<file path="src/rtl/pressure_frame_receiver.sv">
// pressure_frame_receiver
// Serial-to-parallel receiver for the pressure sensor link. It waits for a start
// bit on the idle-high line, then samples FRAME_BITS bits LSB first at mid-bit
// (payload plus parity, passed through unchecked). It checks the stop bit and
// presents the word with a one-cycle frameValid strobe, or raises a one-cycle
// framingError strobe.
// Optional feature macro: PRESSURE_RX_ERRCNT_EN builds a saturating framing-error
// counter on errCount. Without it, errCount is tied to zero.
module pressure_frame_receiver #(
    parameter int CLKS_PER_BIT = 16,
    parameter int FRAME_BITS   = 6
) (
    input  logic                  clk,
    input  logic                  rst_n,
    input  logic                  serialIn,
    output logic [FRAME_BITS-1:0] frameData,
    output logic                  frameValid,
    output logic                  framingError,
    output logic                  busy,
    output logic [7:0]            errCount
);

    localparam int CNT_W = $clog2(CLKS_PER_BIT);
    localparam int IDX_W = (FRAME_BITS > 1) ? $clog2(FRAME_BITS) : 1;
    localparam logic [CNT_W-1:0] CNT_HALF = CNT_W'(CLKS_PER_BIT / 2 - 1);
    localparam logic [CNT_W-1:0] CNT_FULL = CNT_W'(CLKS_PER_BIT - 1);
    localparam logic [IDX_W-1:0] IDX_LAST = IDX_W'(FRAME_BITS - 1);

    typedef enum logic [2:0] {
        S_IDLE,
        S_START,
        S_DATA,
        S_STOP,
        S_WAIT_IDLE
    } state_t;

    logic                  r_sync1;
    logic                  r_sync2;
    logic                  r_sync3;
    logic                  r_fall;
    state_t                r_state;
    logic [CNT_W-1:0]      r_cnt;
    logic [IDX_W-1:0]      r_idx;
    logic [FRAME_BITS-1:0] r_shift;
    logic [FRAME_BITS-1:0] r_data;
    logic                  r_valid;
    logic                  r_ferr;

    state_t                w_state_next;
    logic [CNT_W-1:0]      w_cnt_next;
    logic [IDX_W-1:0]      w_idx_next;
    logic [FRAME_BITS-1:0] w_shift_next;
    logic [FRAME_BITS-1:0] w_data_next;
    logic                  w_valid_next;
    logic                  w_ferr_next;

    // Two-flop synchronizer, a delay flop for edge detection, and a registered
    // falling-edge pulse. The flops reset to 1 so that reset never looks like a start bit.
    always_ff @(posedge clk or negedge rst_n) begin
        if (!rst_n) begin
            r_sync1 <= 1'b1;
            r_sync2 <= 1'b1;
            r_sync3 <= 1'b1;
            r_fall  <= 1'b0;
        end else begin
            r_sync1 <= serialIn;
            r_sync2 <= r_sync1;
            r_sync3 <= r_sync2;
            r_fall  <= r_sync3 & ~r_sync2;
        end
    end

    // Frame FSM next-state logic. The counters alone decide when to sample.
    // Falling edges are only honoured in IDLE.
    always_comb begin
        w_state_next = r_state;
        w_cnt_next   = r_cnt + 1'b1;
        w_idx_next   = r_idx;
        w_shift_next = r_shift;
        w_data_next  = r_data;
        w_valid_next = 1'b0;
        w_ferr_next  = 1'b0;
        case (r_state)
            S_IDLE: begin
                w_cnt_next = '0;
                if (r_fall) begin
                    w_state_next = S_START;
                end
            end
            S_START: begin
                if (r_cnt == CNT_HALF) begin
                    w_cnt_next = '0;
                    if (!r_sync2) begin
                        w_state_next = S_DATA;
                        w_idx_next   = '0;
                    end else begin
                        w_state_next = S_IDLE;
                    end
                end
            end
            S_DATA: begin
                if (r_cnt == CNT_FULL) begin
                    w_cnt_next          = '0;
                    w_shift_next[r_idx] = r_sync2;
                    if (r_idx == IDX_LAST) begin
                        w_state_next = S_STOP;
                    end else begin
                        w_idx_next = r_idx + 1'b1;
                    end
                end
            end
            S_STOP: begin
                if (r_cnt == CNT_FULL) begin
                    w_cnt_next = '0;
                    if (r_sync2) begin
                        w_data_next  = r_shift;
                        w_valid_next = 1'b1;
                        w_state_next = S_IDLE;
                    end else begin
                        w_ferr_next  = 1'b1;
                        w_state_next = S_WAIT_IDLE;
                    end
                end
            end
            S_WAIT_IDLE: begin
                // A line held low after a bad stop bit raises only the one error.
                w_cnt_next = '0;
                if (r_sync2) begin
                    w_state_next = S_IDLE;
                end
            end
            default: begin
                w_cnt_next   = '0;
                w_state_next = S_IDLE;
            end
        endcase
    end

    // FSM state, counters, shift register, output word and strobes.
    always_ff @(posedge clk or negedge rst_n) begin
        if (!rst_n) begin
            r_state <= S_IDLE;
            r_cnt   <= '0;
            r_idx   <= '0;
            r_shift <= '0;
            r_data  <= '0;
            r_valid <= 1'b0;
            r_ferr  <= 1'b0;
        end else begin
            r_state <= w_state_next;
            r_cnt   <= w_cnt_next;
            r_idx   <= w_idx_next;
            r_shift <= w_shift_next;
            r_data  <= w_data_next;
            r_valid <= w_valid_next;
            r_ferr  <= w_ferr_next;
        end
    end

    assign frameData    = r_data;
    assign frameValid   = r_valid;
    assign framingError = r_ferr;
    assign busy         = (r_state != S_IDLE);

`ifdef PRESSURE_RX_ERRCNT_EN
    logic [7:0] r_errcnt;

    // Saturating framing-error counter. It steps together with the error strobe.
    always_ff @(posedge clk or negedge rst_n) begin
        if (!rst_n) begin
            r_errcnt <= 8'h00;
        end else if (w_ferr_next && (r_errcnt != 8'hFF)) begin
            r_errcnt <= r_errcnt + 8'd1;
        end
    end

    assign errCount = r_errcnt;
`else
    assign errCount = 8'h00;
`endif

endmodule

</file>
<file path="config.mk">
export PLATFORM = sky130hd
export DESIGN_NAME = pressure_frame_receiver
export DESIGN_NICKNAME = d
export VERILOG_FILES = /design/src/rtl/pressure_frame_receiver.sv
export SDC_FILE = /design/constraint.sdc
export NUM_CORES = 1
export LEC_CHECK = 0
export BUFFER_PORTS_ARGS = -buffer_cell sky130_fd_sc_hd__buf_4
export CORE_ASPECT_RATIO = 1.1
export CORE_MARGIN = 2
export CORE_UTILIZATION = 50
export CTS_BUF_LIST = sky130_fd_sc_hd__clkbuf_8 sky130_fd_sc_hd__clkbuf_16
export DETAILED_ROUTE_END_ITERATION = 7
export PLACE_DENSITY = 0.72
export SLEW_MARGIN = 20
export SYNTH_ARGS = -nofsm -noshare
export SYNTH_HDL_FRONTEND = slang
export SYNTH_SLANG_ARGS = --single-unit
</file>
<file path="constraint.sdc">
create_clock -name clk -period 5.54 [get_ports clk]
set_input_delay 0 -clock clk [delete_from_list [all_inputs] [get_ports clk]]
set_output_delay 0 -clock clk [all_outputs]
set_load 0.01 [all_outputs]
</file>
==> results of run 1 <==
worst max path at each step:
stage / from / end / slack (ps) / cells past startpoint
2_1_floorplan: r_cnt[0] / frameData[0] / 3800 / 6
3_3_place_gp: r_cnt[0] / frameData[1] / 3600 / 5
3_5_place_dp: r_cnt[0] / frameData[0] / 3510 / 5
4_1_cts: r_cnt[0] / frameData[0] / 3480 / 5
5_1_grt: r_cnt[0] / frameData[0] / 3340 / 5
6_report: r_cnt[0] / frameData[0] / 3510 / 5
critical path: cells and delay by family, from the launching register on:
| family | cells | cell delay [ps] |
|---|---|---|
| mux | 1 | 380 |
| flops | 1 | 390 |
| fa+ha+maj | 1 | 290 |
| simple gates | 3 | 860 |
power groups by stage:
stage / clock [mW] / sequential [mW] / combinational [mW]
global placement: 0 / 0.267 / 0.0969
floorplan: 0 / 0.247 / 0.102
detailed placement: 0 / 0.268 / 0.101
CTS: 0.160 / 0.265 / 0.103
finish: 0.157 / 0.265 / 0.101
global route: 0.170 / 0.273 / 0.117
area by class of cell:
cell class / instances / area, um^2
flip-flops and latches: 28 / 704
clock buffers: 3 / 41.3
repair buffers: 13 / 103
multi-input cells: 73 / 532
fillers: 211 / 1040
inverters: 3 / 11.3
well taps: 31 / 38.8
clock inverters: 1 / 30.0
synthesized netlist by cell type, types with 2 or more instances:
cell type	number	share of area (%)
clkbuf_1	2	0.57
dfstp_2	3	6.0
nor2b_1	2	0.95
inv_1	3	0.86
xnor2_1	2	1.3
nor3_1	2	0.76
nor3b_1	5	2.9
nor2_1	11	3.1
mux2_2	12	10
ha_1	3	2.9
a21oi_1	2	0.76
buf_4	9	5.1
dfrtp_1	25	48
nand3_1	5	1.9
and3_1	2	0.95
nand2_1	4	1.1
xor2_1	2	1.3
cells by family after synthesis:
logic type,after synthesis,synth area share [%]
xor+xnor,4,2.67
compound gates,8,4.67
simple gates,37,16.9
mux,13,11.2
other cells,1,0.286
fa+ha+maj,3,2.86
buf+inv,16,7.82
flops,28,53.7
flip-flops by register name, indices dropped and copies added (netlist names), 3 cells and up:
signal,count
frameData,6
r_idx,3
r_shift,6
r_cnt,4
r_state,3
per-layer routing:
layer	share of wire, %	wire length (um)	vias to the layer above	global-route usage [%]
li1	-	-	383	-
met5	0	0	-	0
met2	51	989	19	24.8
met4	0.99	19	0	6.23
met1	44	849	408	21.0
met3	3.2	62	2	2.32
placed cells by master (no fill, tap or decap), types with 3 or more instances in the layout:
cell,Yosys,layout
nand3_1,5,5
nand2_1,4,4
clkbuf_8,0,3
inv_1,3,3
dfrtp_1,25,25
ha_1,3,3
mux2_2,12,12
nor3b_1,5,5
nor2_1,11,11
conb_1,1,8
buf_4,9,11
dfstp_2,3,3
==> summary.md, run 1 <==
| Metric | Value |
|---|---|
| Status | `finished clean` |
| Leak | `0.702 nW` |
| Worst-path fanout max | `7` |
| Gpl congestion | `0.741` |
| Yosys warnings | `0` |
| Die ar. | `3050 um^2` |
| GRT Util Overall | `15.5%` |
| Main synth FF type | `dfrtp_1` |
| Reg2reg start | `r_cnt[0]` |
| Async SR Flop Fraction | `100%` |
| CTS Hold Bufs | `2` |
| PwrDens | `358 nW/um^2` |
| Reg clk slew, reported paths | `100 ps` |
| Number of remaining DRC errors | `0` |
| Switching Fraction | `28.3%` |
| CTS tree | `built` |
| Dpl cell area | `1370 um^2` |
| # resized after CTS | `0` |
| Seq pwr share | `50.7%` |
| Die Y | `57.7 um` |
| R2r setup slk | `3510 ps` |
| Placed cell count | `146` |
| EDFF count, synth | `0` |
| Crit-path cells | `ha_1 -> nand3_4 -> nor3b_1 -> and3_1 -> mux2_2` |
| H-tree Lvls | `1` |
| Vias/cell | `5.34` |
| CP Data Arrival Time | `2200 ps` |
| Setup WS pre-CTS | `3510 ps` |
| RSZ-0062 raised after global routing | `no` |
| Clk buf depth | `2` |
| DP HPWL | `1390 um` |
| Setup TNS | `0 ps` |
| Post-layout power | `0.523 mW` |
| Initial antenna violation count | `0` |
| Clock Tree Root | `clkbuf_8` |
| CP max stage delay | `410 ps` |
| Slowest cell on crit path | `and3_1` |
| First-pass DRT Iterations | `4` |
| FF-to-FF End | `frameData[0]` |
| Global-route wire length before repair | `3540 um` |
| Startpoint class of the critical path | `flop` |
| Fin nets | `128` |
| Gr ovfl total | `0` |
| Synth cell types | `33` |
| IO Pins | `20` |
| Worst Reg-to-Reg Cells | `5` |
| DIE WIDTH | `52.9 um` |
| Max cap viols | `0` |
| Crit path time final | `2030 ps` |
| Layout area overhead | `11.2%` |
| Final worst path period share | `36.7%` |
| Design Area, Final | `1460 um^2` |
| Largest net degree at the start of global routing | `29` |
| Gate Count Post-Synth | `110` |
| Via count of the first global-routing pass | `813` |
| Layout cells sized above 1 | `28.1%` |
| Final wirelength | `1920 um` |
| Worst Hold Margin | `170 ps` |
| Clk_lat worst skew | `270 ps` |
| Achievable Freq | `0.492 GHz` |
| Critical Path RT | `5710 ps` |
| Core box area | `2500 um^2` |
| CTS Buf Count | `3` |
| Initial Util | `52.6%` |
| Slew Limit Fails | `0` |
| Clock power frac | `30.0%` |
| Port bufs | `11` |
| Sequential cell area fraction in the yosys report | `53.7%` |
| Combinational share of power | `19.3%` |
| Final hold viol count | `0` |
| Finish-stage setup viols | `0` |
| Post-CTS Setup Bufs | `0` |
| Switching power | `0.148 mW` |
| PnR worst setup slack | `3510 ps` |
| Worst-case clock skew | `9.59 ps` |
| Worst ir drop on vdd | `0.000230 V` |
| Mapped cell area | `1310 um^2` |
| WL/cell | `12.6 um` |
| Non-Filler Instances | `152` |
| Critical path endpoint category | `flop` |
| Syn Area/Cell | `11.9 um^2` |
| Total inserted antenna cells | `0` |
| Initial DRC count | `11` |
| Kind of critical path | `reg2reg` |
| Int Pwr | `0.375 mW` |
| Via count | `812` |
| Final core occ | `58.5%` |
| Final ANT Viol Nets | `0` |
| # rows | `19` |
| Min-Delay Path Class | `in2async` |
| CTS sink count | `28` |
| Yosys reg bits | `28` |
(Power assumes the default switching activity.)
==> run 2, diff against run 1 <==
==> constraint.sdc (replaced) <==
create_clock -name clk -period 1.9 [get_ports clk]
set_input_delay 0 -clock clk [delete_from_list [all_inputs] [get_ports clk]]
set_output_delay 0 -clock clk [all_outputs]
set_load 0.01 [all_outputs]
==> summary.md, run 2 (synthesis results as in run 1) <==
| Metric | Value |
|---|---|
| Slew Limit Fails | `0` |
| Most frequent cells in the layout | `25 x dfrtp_1, 15 x buf_4, 12 x mux2_2` |
| # rows | `19` |
| CTS sink count | `28` |
| Post-CTS Setup Bufs | `0` |
| Critical path endpoint category | `flop` |
| Slowest cell on crit path | `dfrtp_1` |
| Worst-case clock skew | `2.18 ps` |
| Max cap viols | `0` |
| Initial antenna violation count | `0` |
| Via count | `805` |
| Layout cells sized above 1 | `32.0%` |
| Kind of critical path | `reg2reg` |
| Achievable Freq | `0.562 GHz` |
| Critical Path RT | `2060 ps` |
| DIE WIDTH | `52.9 um` |
| First-pass DRT Iterations | `4` |
| WL/cell | `13.7 um` |
| IO Pins | `20` |
| CTS tree | `built` |
| Min-Delay Path Class | `in2async` |
| Initial Util | `52.6%` |
| Clk buf depth | `2` |
| Core box area | `2500 um^2` |
| Leak | `0.722 nW` |
| Finish-stage setup viols | `0` |
| Largest net degree at the start of global routing | `29` |
| Via count of the first global-routing pass | `787` |
| PwrDens | `1050 nW/um^2` |
| Layout area overhead | `14.0%` |
| Vias/cell | `5.16` |
| CTS Buf Count | `3` |
| Total inserted antenna cells | `0` |
| Gr ovfl total | `0` |
| Gpl congestion | `0.770` |
| Crit path time final | `1780 ps` |
| Reg clk slew, reported paths | `90 ps` |
| Port bufs | `11` |
| Die ar. | `3050 um^2` |
| Status | `finished clean` |
| Final wirelength | `2140 um` |
| Crit-path cells | `ha_1 -> nand3_4 -> buf_4 -> nor3_4 -> nand3_1 -> mux2_1` |
| Clk_lat worst skew | `270 ps` |
| Filler cells | `214` |
| H-tree Lvls | `1` |
| GRT Util Overall | `16.4%` |
| Worst Hold Margin | `164 ps` |
| Worst-path fanout max | `5` |
| RSZ-0062 raised after global routing | `no` |
| CP max stage delay | `380 ps` |
| CP Data Arrival Time | `1940 ps` |
| Worst ir drop on vdd | `0.000734 V` |
| Global-route wire length before repair | `3640 um` |
| Die Y | `57.7 um` |
| Clock Tree Root | `clkbuf_8` |
| Commonest non-fill, non-tap cell in the layout | `dfrtp_1` |
| Worst Reg-to-Reg Cells | `6` |
| Number of remaining DRC errors | `0` |
| Final ANT Viol Nets | `0` |
| Final core occ | `59.9%` |
| Final hold viol count | `0` |
| Fin nets | `132` |
| Initial DRC count | `7` |
| Startpoint class of the critical path | `flop` |
| Final worst path period share | `93.7%` |
| DP HPWL | `1590 um` |
[run 2: cell types whose count changed in the layout (fill, tap and decap cells not counted)]
cell     previous run  this run
and3_2              0         1
buf_4              11        15
nor3b_1             5         4
nor3b_2             0         1
and3_1              2         1
[run 2: critical path, delay by kind of cell, from the launching register on]
family | cells | cell delay (ps)
adder cells (fa/ha/maj) | 1 | 280
buffers and inverters | 1 | 170
flip-flops | 1 | 380
multiplexers | 1 | 340
AND/OR/NAND/NOR | 3 | 500
[run 2: what timing repair did]
item | in CTS | in global routing
hold buffers | 2 | 0
hold endpoints to repair | 29 | 0
resized for setup | 1 | 1
setup endpoints to repair | 6 | 6
[run 2: layer usage]
| layer | up-vias | GRT usage, % | wire (um) |
|---|---|---|---|
| met4 | 0 | 6.59 | 38 |
| met1 | 388 | 22.7 | 971 |
| met5 | - | 0 | 0 |
| li1 | 390 | - | - |
| met2 | 22 | 25.0 | 1030 |
| met3 | 5 | 3.87 | 100 |
[run 2: layout make-up]
type / instances / area (um^2) / share of cell area [%]
sequential: 28 / 704 / 47.1
multi-input combinational: 73 / 538 / 36.0
tap: 31 / 38.8 / 2.59
inverter: 3 / 11.3 / 0.753
timing repair buffer: 17 / 133 / 8.86
clock inverter: 1 / 30.0 / 2.01
clock buffer: 3 / 41.3 / 2.76
[run 2: final timing paths]
check                         start      endpoint  slack (ps)
hold / removal                rst_n  framingError         160
max in group asynchronous     rst_n       r_sync3        1430
setup reg to reg           r_cnt[0]    r_shift[3]         120
min in group clk            r_sync1       r_sync2         360
hold reg to reg             r_sync1       r_sync2         360
setup / recovery           r_cnt[0]    r_shift[3]         120
[run 2: stage by stage]
| stage | total power [mW] | setup TNS [ps] | instances | area [um^2] | worst slack (ps) |
|---|---|---|---|---|---|
| finish | 1.57 | 0 | 156 | 1500 | 120 |
| global route | 1.66 | 0 | 156 | 1500 | 25.1 |
| CTS | 1.58 | 0 | 156 | 1490 | 55.0 |
| detailed placement | 1.11 | -9.74 | 150 | 1400 | -6.71 |
| global placement | 1.09 | 0 | 150 | 1400 | 55.4 |
| floorplan | 1.02 | 0 | 117 | 1340 | 156 |
[run 2: power breakdown]
part / switching [mW] / leakage (nW) / internal, mW / total, mW
clock: 0.179 / 0.0357 / 0.282 / 0.461
sequential: 0.0700 / 0.370 / 0.663 / 0.733
combinational: 0.197 / 0.316 / 0.175 / 0.372
